## src/rtl/lsu_pkg.sv

```systemverilog
// Shared types, Funct3 encodings and access-legality helpers for the load/store bus controller.
package lsu_pkg;

   typedef enum logic [1:0] {
      IDLE,
      REQ,
      RESP,
      DONE
   } lsu_state_t;

   localparam logic [2:0] F3_LB  = 3'b000;
   localparam logic [2:0] F3_LH  = 3'b001;
   localparam logic [2:0] F3_LW  = 3'b010;
   localparam logic [2:0] F3_LBU = 3'b100;
   localparam logic [2:0] F3_LHU = 3'b101;
   localparam logic [2:0] F3_SB  = 3'b000;
   localparam logic [2:0] F3_SH  = 3'b001;
   localparam logic [2:0] F3_SW  = 3'b010;

   localparam int DEF_TIMEOUT_CYCLES = 16;

   // Unsigned stores do not exist, and 011/11x have no size encoding.
   function automatic logic f3_illegal(input logic we, input logic [2:0] f3);
      return (f3 == 3'b011) || (f3[2:1] == 2'b11) || (we && f3[2]);
   endfunction

   function automatic logic misaligned(input logic [2:0] f3, input logic [1:0] lo);
      return ((f3[1:0] == F3_LH[1:0]) && lo[0]) ||
             ((f3[1:0] == F3_LW[1:0]) && (lo != 2'b00));
   endfunction

   function automatic logic [1:0] force_align(input logic [2:0] f3, input logic [1:0] lo);
      if (f3[1:0] == F3_LH[1:0]) return {lo[1], 1'b0};
      if (f3[1:0] == F3_LW[1:0]) return 2'b00;
      return lo;
   endfunction

endpackage

```

## src/rtl/lsu_bus_ctrl_if.sv

```systemverilog
// Valid/ready data-memory bus between the load/store controller (master) and memory (slave).
interface lsu_bus_ctrl_if;
   logic        BusValid;
   logic        BusReady;
   logic        BusWe;
   logic [31:0] BusAddr;
   logic [31:0] BusWData;
   logic [3:0]  BusStrb;
   logic        BusRValid;
   logic [31:0] BusRData;

   modport master (
      output BusValid, BusWe, BusAddr, BusWData, BusStrb,
      input  BusReady, BusRValid, BusRData
   );

   modport slave (
      input  BusValid, BusWe, BusAddr, BusWData, BusStrb,
      output BusReady, BusRValid, BusRData
   );
endinterface

```

## src/rtl/lsu_lane_align.sv

```systemverilog
// Combinational byte-lane steering: store strobes/data replication and load lane select + extension.
module lsu_lane_align
   import lsu_pkg::*;
(
   input  logic [2:0]  funct3,
   input  logic [1:0]  addr_lo,
   input  logic [31:0] wdata,
   input  logic [31:0] rdata,
   output logic [3:0]  strb,
   output logic [31:0] lane_wdata,
   output logic [31:0] rdata_ext
);
   logic [1:0]  size;
   logic [31:0] rdata_shift;

   assign size        = funct3[1:0];
   assign rdata_shift = rdata >> {addr_lo, 3'b000};

   // Replicate the narrow store datum into every lane; strobes pick the live one.
   genvar gi;
   generate
      for (gi = 0; gi < 4; gi++) begin : g_lane
         assign lane_wdata[8*gi +: 8] = (size == F3_SB[1:0]) ? wdata[7:0] :
                                        (size == F3_SH[1:0]) ? wdata[8*(gi%2) +: 8] :
                                                               wdata[8*gi +: 8];
      end
   endgenerate

   always_comb begin
      strb      = 4'b1111;
      rdata_ext = rdata_shift;
      if (size == F3_LB[1:0]) begin
         strb      = 4'b0001 << addr_lo;
         rdata_ext = {{24{rdata_shift[7] & ~funct3[2]}}, rdata_shift[7:0]};
      end else if (size == F3_LH[1:0]) begin
         strb      = 4'b0011 << addr_lo;
         rdata_ext = {{16{rdata_shift[15] & ~funct3[2]}}, rdata_shift[15:0]};
      end
   end
endmodule

```

## src/rtl/lsu_bus_ctrl.sv

```systemverilog
// Load/store controller: turns a core memory request into one valid/ready data-memory bus transaction.
// Define LSU_MISALIGN_TRAP_EN to fault misaligned halfword/word accesses instead of aligning them.
module lsu_bus_ctrl
   import lsu_pkg::*;
#(
   parameter int TIMEOUT_CYCLES = DEF_TIMEOUT_CYCLES,
   parameter int TO_W           = $clog2(TIMEOUT_CYCLES + 1)
) (
   input  logic           clk,
   input  logic           rst_n,
   input  logic           Req,
   input  logic           MemWrite,
   input  logic [2:0]     Funct3,
   input  logic [31:0]    Addr,
   input  logic [31:0]    WriteData,
   output logic [31:0]    ReadData,
   output logic           Busy,
   output logic           Done,
   output logic           Fault,
   lsu_bus_ctrl_if.master bus
);
   lsu_state_t      state_reg;
   logic [2:0]      funct3_reg;
   logic            we_reg;
   logic [1:0]      addr_lo_reg;
   logic [TO_W-1:0] cnt_reg;
   logic [31:0]     read_data_reg;
   logic            busy_reg;
   logic            done_reg;
   logic            fault_reg;
   logic            bus_valid_reg;
   logic            bus_we_reg;
   logic [31:0]     bus_addr_reg;
   logic [31:0]     bus_wdata_reg;
   logic [3:0]      bus_strb_reg;

   logic            req_illegal;
   logic [1:0]      in_addr_lo;
   logic [2:0]      sel_funct3;
   logic [1:0]      sel_addr_lo;
   logic [3:0]      lane_strb;
   logic [31:0]     lane_wdata;
   logic [31:0]     lane_rdata;
   logic            timeout;

`ifdef LSU_MISALIGN_TRAP_EN
   assign req_illegal = f3_illegal(MemWrite, Funct3) || misaligned(Funct3, Addr[1:0]);
   assign in_addr_lo  = Addr[1:0];
`else
   assign req_illegal = f3_illegal(MemWrite, Funct3);
   assign in_addr_lo  = force_align(Funct3, Addr[1:0]);
`endif

   // One lane aligner serves both paths: live inputs in IDLE, latched request afterwards.
   assign sel_funct3  = (state_reg == IDLE) ? Funct3 : funct3_reg;
   assign sel_addr_lo = (state_reg == IDLE) ? in_addr_lo : addr_lo_reg;
   assign timeout     = (cnt_reg >= TO_W'(TIMEOUT_CYCLES - 1));

   lsu_lane_align u_lane_align (
      .funct3     (sel_funct3),
      .addr_lo    (sel_addr_lo),
      .wdata      (WriteData),
      .rdata      (bus.BusRData),
      .strb       (lane_strb),
      .lane_wdata (lane_wdata),
      .rdata_ext  (lane_rdata)
   );

   always_ff @(posedge clk or negedge rst_n) begin
      if (!rst_n) begin
         state_reg     <= IDLE;
         funct3_reg    <= 3'b000;
         we_reg        <= 1'b0;
         addr_lo_reg   <= 2'b00;
         cnt_reg       <= '0;
         read_data_reg <= 32'h0;
         busy_reg      <= 1'b0;
         done_reg      <= 1'b0;
         fault_reg     <= 1'b0;
         bus_valid_reg <= 1'b0;
         bus_we_reg    <= 1'b0;
         bus_addr_reg  <= 32'h0;
         bus_wdata_reg <= 32'h0;
         bus_strb_reg  <= 4'b0000;
      end else begin
         done_reg  <= 1'b0;
         fault_reg <= 1'b0;
         case (state_reg)
            IDLE: begin
               if (Req) begin
                  funct3_reg  <= Funct3;
                  we_reg      <= MemWrite;
                  addr_lo_reg <= in_addr_lo;
                  busy_reg    <= 1'b1;
                  if (req_illegal) begin
                     state_reg <= DONE;
                     done_reg  <= 1'b1;
                     fault_reg <= 1'b1;
                     if (!MemWrite) read_data_reg <= 32'h0;
                  end else begin
                     state_reg     <= REQ;
                     cnt_reg       <= '0;
                     bus_valid_reg <= 1'b1;
                     bus_we_reg    <= MemWrite;
                     bus_addr_reg  <= {Addr[31:2], 2'b00};
                     bus_strb_reg  <= MemWrite ? lane_strb : 4'b0000;
                     bus_wdata_reg <= MemWrite ? lane_wdata : 32'h0;
                  end
               end
            end
            REQ: begin
               // An accepted handshake wins over a coincident timeout.
               if (bus.BusReady) begin
                  bus_valid_reg <= 1'b0;
                  cnt_reg       <= cnt_reg + TO_W'(1);
                  if (we_reg) begin
                     state_reg <= DONE;
                     done_reg  <= 1'b1;
                  end else begin
                     state_reg <= RESP;
                  end
               end else if (timeout) begin
                  bus_valid_reg <= 1'b0;
                  state_reg     <= DONE;
                  done_reg      <= 1'b1;
                  fault_reg     <= 1'b1;
                  if (!we_reg) read_data_reg <= 32'h0;
               end else begin
                  cnt_reg <= cnt_reg + TO_W'(1);
               end
            end
            RESP: begin
               if (bus.BusRValid) begin
                  read_data_reg <= lane_rdata;
                  state_reg     <= DONE;
                  done_reg      <= 1'b1;
               end else if (timeout) begin
                  read_data_reg <= 32'h0;
                  state_reg     <= DONE;
                  done_reg      <= 1'b1;
                  fault_reg     <= 1'b1;
               end else begin
                  cnt_reg <= cnt_reg + TO_W'(1);
               end
            end
            DONE: begin
               state_reg <= IDLE;
               busy_reg  <= 1'b0;
            end
            default: state_reg <= IDLE;
         endcase
      end
   end

   assign ReadData     = read_data_reg;
   assign Busy         = busy_reg;
   assign Done         = done_reg;
   assign Fault        = fault_reg;
   assign bus.BusValid = bus_valid_reg;
   assign bus.BusWe    = bus_we_reg;
   assign bus.BusAddr  = bus_addr_reg;
   assign bus.BusWData = bus_wdata_reg;
   assign bus.BusStrb  = bus_strb_reg;
endmodule
```

## src/flat_wrapper.sv

```systemverilog
// flat-port wrapper written by rule: the top's interface ports become plain ports
module lsu_bus_ctrl_flat import lsu_pkg::*;
#(
   parameter int TIMEOUT_CYCLES = DEF_TIMEOUT_CYCLES,
   parameter int TO_W           = $clog2(TIMEOUT_CYCLES + 1)
)
  (clk, rst_n, Req, MemWrite, Funct3, Addr, WriteData, ReadData, Busy, Done, Fault, bus_BusValid, bus_BusWe, bus_BusAddr, bus_BusWData, bus_BusStrb, bus_BusReady, bus_BusRValid, bus_BusRData);
  lsu_bus_ctrl_if bus_i ();
  input  logic clk;
  input  logic rst_n;
  input  logic Req;
  input  logic MemWrite;
  input  logic [2:0] Funct3;
  input  logic [31:0] Addr;
  input  logic [31:0] WriteData;
  output logic [31:0] ReadData;
  output logic Busy;
  output logic Done;
  output logic Fault;
  output wire logic [$bits(bus_i.BusValid)-1:0] bus_BusValid;
  output wire logic [$bits(bus_i.BusWe)-1:0] bus_BusWe;
  output wire logic [$bits(bus_i.BusAddr)-1:0] bus_BusAddr;
  output wire logic [$bits(bus_i.BusWData)-1:0] bus_BusWData;
  output wire logic [$bits(bus_i.BusStrb)-1:0] bus_BusStrb;
  input wire logic [$bits(bus_i.BusReady)-1:0] bus_BusReady;
  input wire logic [$bits(bus_i.BusRValid)-1:0] bus_BusRValid;
  input wire logic [$bits(bus_i.BusRData)-1:0] bus_BusRData;
  assign bus_BusValid = bus_i.BusValid;
  assign bus_BusWe = bus_i.BusWe;
  assign bus_BusAddr = bus_i.BusAddr;
  assign bus_BusWData = bus_i.BusWData;
  assign bus_BusStrb = bus_i.BusStrb;
  assign bus_i.BusReady = bus_BusReady;
  assign bus_i.BusRValid = bus_BusRValid;
  assign bus_i.BusRData = bus_BusRData;
  lsu_bus_ctrl #(.TIMEOUT_CYCLES(TIMEOUT_CYCLES), .TO_W(TO_W)) u_core (.clk(clk), .rst_n(rst_n), .Req(Req), .MemWrite(MemWrite), .Funct3(Funct3), .Addr(Addr), .WriteData(WriteData), .ReadData(ReadData), .Busy(Busy), .Done(Done), .Fault(Fault), .bus(bus_i));
endmodule
```

## config.mk

```make
export PLATFORM = sky130hd
export DESIGN_NAME = lsu_bus_ctrl_flat
export DESIGN_NICKNAME = d
export VERILOG_FILES = /design/src/rtl/lsu_pkg.sv /design/src/rtl/lsu_bus_ctrl_if.sv /design/src/rtl/lsu_lane_align.sv /design/src/rtl/lsu_bus_ctrl.sv /design/src/flat_wrapper.sv
export SDC_FILE = /design/constraint.sdc
export NUM_CORES = 1
export LEC_CHECK = 0
export CORE_MARGIN = 2
export CORE_UTILIZATION = 40
export CTS_CLUSTER_SIZE = 10
export DETAILED_ROUTE_END_ITERATION = 8
export PLACE_DENSITY = 0.69
export SLEW_MARGIN = 20
export SYNTH_ARGS = -nofsm -noshare
export SYNTH_HDL_FRONTEND = slang
export SYNTH_SLANG_ARGS = --single-unit
```

## constraint.sdc

```tcl
create_clock -name clk -period 6.8 [get_ports clk]
set_input_delay 2.04 -clock clk [delete_from_list [all_inputs] [get_ports clk]]
set_output_delay 2.04 -clock clk [all_outputs]
set_load 0.03 [all_outputs]
```

# Word level (Yosys, flattened, before mapping)
# Index checks and enable logic that the tools add are counted.
# totals
out_inout_bits	105
elab_cells	114
input_bits	105
ff_bits	116
# classes
order_cmp	1
shift	3
n_eq_ne	18
n_mux	59
n_addsub	1
n_reduce_logical	14
bitwise	4
# ops
cell	count
32-bit 2-to-1 mux	11
32-bit one-hot mux with 3 select lines	1
8-bit 2-to-1 mux	5
32-bit by 5-bit >> shifter with 32-bit output	1
5-bit 2-to-1 mux	5
2-bit 2-to-1 mux	10
1-bit 2-to-1 mux	17
5-bit one-hot mux with 3 select lines	1
4-bit 2-to-1 mux	3
2-bit inequality test (second input constant)	6
2-bit equality test (second input constant)	4
2-bit one-hot mux with 4 select lines	1
4-bit AND reduction	2
8-bit AND reduction	1
2-bit by 1-bit equality test with 1-bit output (second input constant)	3
3-bit by 2-bit inequality test with 1-bit output (second input constant)	2
1-bit one-hot mux with 3 select lines	2
5-bit by 1-bit adder with 5-bit output (second input constant)	1
5-bit by 4-bit >= comparator with 1-bit output (second input constant)	1
2-bit zero test	2
2-bit by 1-bit inequality test with 1-bit output (second input constant)	2
1-bit one-hot mux with 2 select lines	2
2-bit AND reduction	2
2-bit nonzero test	2
other kinds (10)	13

# Depth between registers and ports, before layout
# logic_depth
word_depth	12
depth_mapped	12
ltp_nobuf	10

# Modules after synthesis
# Synthesis repeated with hierarchy kept, for this count alone.
# hier_totals
hier_cells	557
hier_area_um2	6263.5
# modules_own_cells
mod	area_per_inst_um2	instances	cells_each
lsu_bus_ctrl	4971.0	1	380
lsu_lane_align	1292.5	1	177

# Least setup slack after synthesis
# OpenSTA, ideal clock, no wires.
# synth_timing
kind	input to register
start	in Funct3[0]
end	reg u_core.bus_strb_reg[2], in the netlist u_core.bus.BusStrb[2]
slack_ps	3068
t_arrival_ps	3614
stages	10
cell_sequence	buf_4 -> xor2_2 -> o21a_1 -> buf_4 -> buf_2 -> buf_4 -> ha_1 -> mux2i_1 -> a21oi_1 -> a21o_1
# synth_between
elab_chain_cells	10
word_cells_on_any_way	22
cone_classes	eq/ne: 4; shift: 2; mux: 11; bitwise: 1; reduce/logical: 4
# synth_lines
item	line_no	source
from (decl)	flat_wrapper.sv:13	input logic [2:0] Funct3;
2-bit equality test	lsu_pkg.sv:34	if (f3[1:0] == F3_LW[1:0]) return 2'b00;
1-bit 2-to-1 mux (2 in series)	lsu_pkg.sv:34	
2-bit 2-to-1 mux	lsu_pkg.sv:35	return lo;
2-bit 2-to-1 mux	lsu_pkg.sv:34	
2-bit 2-to-1 mux	lsu_bus_ctrl.sv:56	assign sel_addr_lo = (state_reg == IDLE) ? in_addr_lo : addr_lo_reg;
2-bit by 2-bit << shifter with 4-bit output	lsu_lane_align.sv:36	strb = 4'b0011 << addr_lo;
4-bit 2-to-1 mux	lsu_lane_align.sv:35	end else if (size == F3_LH[1:0]) begin
4-bit 2-to-1 mux	lsu_lane_align.sv:32	if (size == F3_LB[1:0]) begin
4-bit 2-to-1 mux	lsu_bus_ctrl.sv:106	bus_strb_reg <= MemWrite ? lane_strb : 4'b0000;
to (signal assigned)	lsu_bus_ctrl.sv:106	
to (decl)	lsu_bus_ctrl.sv:35	logic [3:0] bus_strb_reg;
# Parallel ways exist; a longest one is shown, timed or not. The select of a mux whose other input is x is not followed.
# A chain may end at the register's enable or synchronous reset.

# Worst setup path after layout
# layout_timing
start	in Funct3[1]
end	reg u_core.read_data_reg[19], in the netlist u_core.ReadData[19]
# layout_between
elab_chain_cells	12
word_cells_on_any_way	25
cone_classes	eq/ne: 6; shift: 1; mux: 12; bitwise: 2; reduce/logical: 4
# layout_lines
item	line_no	source
2-bit equality test	lsu_pkg.sv:34	
1-bit 2-to-1 mux (2 in series)	lsu_pkg.sv:34	
2-bit 2-to-1 mux	lsu_pkg.sv:35	
2-bit 2-to-1 mux	lsu_pkg.sv:34	
2-bit 2-to-1 mux	lsu_bus_ctrl.sv:56	
32-bit by 5-bit >> shifter with 32-bit output	lsu_lane_align.sv:17	assign rdata_shift = rdata >> {addr_lo, 3'b000};
1-bit bitwise AND	lsu_lane_align.sv:37	rdata_ext = {{16{rdata_shift[15] & ~funct3[2]}}, rdata_shift[15:0]};
32-bit 2-to-1 mux	lsu_lane_align.sv:35	
32-bit 2-to-1 mux	lsu_lane_align.sv:32	
32-bit 2-to-1 mux	lsu_bus_ctrl.sv:133	if (bus.BusRValid) begin
32-bit one-hot mux with 3 select lines	lsu_bus_ctrl.sv:88	case (state_reg)
to (signal assigned)	lsu_bus_ctrl.sv:134	read_data_reg <= lane_rdata;
to (decl)	lsu_bus_ctrl.sv:27	logic [31:0] read_data_reg;
# Parallel ways exist; a longest one is shown, timed or not. The select of a mux whose other input is x is not followed.

==> impl_metrics.env <==
export IMPL_outcome="completed"
export IMPL_cts_setup_buffers=0
export IMPL_drc=0
export IMPL_die_area_um2=16000
export IMPL_rsz0062_at_grt="no"
export IMPL_fmax_mhz=216
export IMPL_post_route_min_period_ps=4640
export IMPL_hp_start="u_core.ReadData[9]$_DFFE_PN0P_"
export IMPL_synth_ff_type="dfrtp_1"
export IMPL_ir_drop_mv=0.259
export IMPL_slowest_delay_ps=710
export IMPL_cap_violations=0
export IMPL_synth_top_area_cell="dfrtp_1"
export IMPL_detailroute_via_count=5248
export IMPL_r2r_start="u_core.state_reg[0]$_DFFE_PN0N_"
export IMPL_wl_per_cell_um=18.1
export IMPL_synth_compound_area_share_pct=18.4
export IMPL_syn_avg_cell_area_um2=10.3
export IMPL_die_x_um=126
export IMPL_multi_input_area_um2=2850
export IMPL_drt_wl_total_mm=17.7
export IMPL_start_util_pct=41.1
export IMPL_seq_area_frac_synth_pct=48.4
export IMPL_skew_ps=8.17
export IMPL_synth_xor_area_share_pct=0.271
export IMPL_grt_pass1_wl_mm=28.3
export IMPL_synth_top_family_by_area="compound AO/OA/AOI/OAI gates"
export IMPL_cts_sinks=116
export IMPL_path_clk_slew_ps=60
export IMPL_synth_adder_area_share_pct=2.09
export IMPL_worstSetupStartpoint="Funct3[1]"
export IMPL_clk_insertion_delay_late_ps=420
export IMPL_area_delta_synth_final_pct=46.4
export IMPL_drive_gt1_share_pct=13.7
export IMPL_first_global_vias=5341
export IMPL_postSynthCellCount=584
export IMPL_ios=210
export IMPL_vias_per_cell=5.39
export IMPL_grt_max_degree=64
export IMPL_min_period_over_period_pct=68.2
export IMPL_cts_made_buffers=17
export IMPL_cp_top_family="compound AO/OA/AOI/OAI gates"
export IMPL_stdcell_area_um2=8790
export IMPL_ant_nets=0
export IMPL_yosys_area_share_simple_pct=12.2
export IMPL_setup_viol=0
export IMPL_crit_slowest_cell="o21a_2"
export IMPL_synth_edf_count=0
export IMPL_hpwl_mm=12.4
export IMPL_cp_required_ps=7100
export IMPL_fin_nets=891
export IMPL_synth_cell_type_count=50
export IMPL_die_h_um=126
export IMPL_min_path_type="reg -> reg"
export IMPL_yosys_area_top_type_share_pct=48.4
export IMPL_crit_chain="clkdlybuf4s50_1, nor2b_1, o21a_2, a211oi_2, o311ai_4, buf_6, o31ai_1"
export IMPL_worstMarginPinSlew_ps=1060
export IMPL_core_area_um2=14600
export IMPL_ys_warn_count=0
export IMPL_async_reset_ff_share_pct=100
export IMPL_path_class="in -> reg"
export IMPL_rows=44
export IMPL_antenna_found_initial=0
export IMPL_power_leakage_nw=3.84
export IMPL_h_tree_depth=4
export IMPL_cp_start_kind="input port"
export IMPL_hold_buffers=0
export IMPL_final_setup_tns_ps=0
export IMPL_gp_congestion=0.882
export IMPL_cts_tree="built"
export IMPL_antenna_cells=0
export IMPL_synthMuxAreaShare_pct=14.1
export IMPL_powerDensity_nw_per_um2=528
export IMPL_hold_violations=0
export IMPL_netlist_top_cells_area="dfrtp_1, mux2_2, nand2_1, mux2i_1, o21ai_0"
export IMPL_cts_buffer_depth=2
export IMPL_placed_area_um2=8140
export IMPL_seq_area_um2=2900
export IMPL_critPathBufInv=2
export IMPL_syn_cell_area_um2=6000
export IMPL_end_kind="flip-flop"
export IMPL_worstPathArrival_ps=4940
export IMPL_port_buffers=207
export IMPL_fin_util_pct=60.2
export IMPL_drtPass1Iterations=6
export IMPL_max_slew_margin_rel_pct=29.5
export IMPL_ys_ff_latch=116
export IMPL_grt_usage_pct=22.5
export IMPL_fillers=1202
export IMPL_root_buffer="clkbuf_16"
export IMPL_grt_ovfl_total=0
export IMPL_cts_resized_gates=0
export IMPL_drt_iter0_drc=263
export IMPL_slew_violations=0
export IMPL_worst_path_max_fanout=43
synth_stat cells (8+ instances only):
library cell    n
dfrtp_1       116
nand2_1       115
o21ai_0        48
mux2_2         46
mux2i_1        29
a21oi_1        24
clkbuf_1       19
nor2_1         17
o31ai_1        14
a22o_1         13
buf_2          12
a31oi_1        10
and3_1         10
ha_1           10
o31ai_2        10
inv_1           9
a221oi_1        8
cells by family after synthesis:
kind of cell / Yosys count
compound gates: 155
xor+xnor: 1
fa+ha+maj: 10
buf+inv: 53
flops: 116
mux: 77
other cells: 1
simple gates: 171
power breakdown:
group	switching (mW)	internal [mW]	total (mW)
clock	0.315	0.651	0.966
sequential	0.184	0.987	1.17
combinational	1.49	1.02	2.51
total	1.99	2.66	4.64
tightest hold or removal path, cell delays in order, from the launching register on:
cell,delay (ps)
dfrtp_1,340
nand2_1,50
o31ai_1,50
worst paths after layout:
path,to,slack [ps],cells after the start
max,u_core.ReadData[19]$_DFFE_PN0P_,2160,7
min,u_core.ReadData[9]$_DFFE_PN0P_,470,2
max reg2reg,u_core.ReadData[19]$_DFFE_PN0P_,3340,8
min reg2reg,u_core.ReadData[9]$_DFFE_PN0P_,470,2
max in group asynchronous,u_core.cnt_reg[3]$_DFFE_PN0P_,3870,2
min in group asynchronous,u_core.bus.BusAddr[20]$_DFFE_PN0P_,1710,1
stage by stage:
step           power [mW]  hold WS (ps)  setup WS, ps  instances
3_5_place_dp         3.68           467          1510        940
3_3_place_gp         3.64           462          1630        940
5_1_grt              4.92           499          1950        973
2_1_floorplan        2.79           465          3070        585
4_1_cts              4.67           479          1930        972
6_report             4.64           473          2160        973
routing by layer:
layer  track usage [%]  vias up  routed length (um)
met5                 0        -                   0
met1              27.9     2528                7220
met2              35.6      222                8460
li1                  -     2470                   -
met4              8.02        0                 306
met3              8.90       28                1660
layout make-up:
cell class	count	area share [%]
clock buffer	24	5.60
sequential	116	33.0
multi-input combinational	416	32.4
inverter	11	0.470
tap	184	2.62
timing repair buffer	214	24.2
clock inverter	8	1.67
cell usage in the layout, fill, tap and decap left out, drive strengths merged, types with 3 or more instances in the layout:
cell	instances
dfrtp	116
nand2b	7
o21a	3
a31oi	10
a221oi	8
ha	10
clkinv	3
o31ai	24
a21o	3
inv	11
clkdlybuf4s50	206
or2	3
bufinv	4
o21ai	48
a22o	13
and2	3
nand2	115
clkbuf	24
buf	8
nor2	18
and3	10
o41ai	7
nand3	6
nor2b	5
a21oi	24
mux2i	30
mux2	46
No activity file was read; power rests on OpenSTA's default activity.
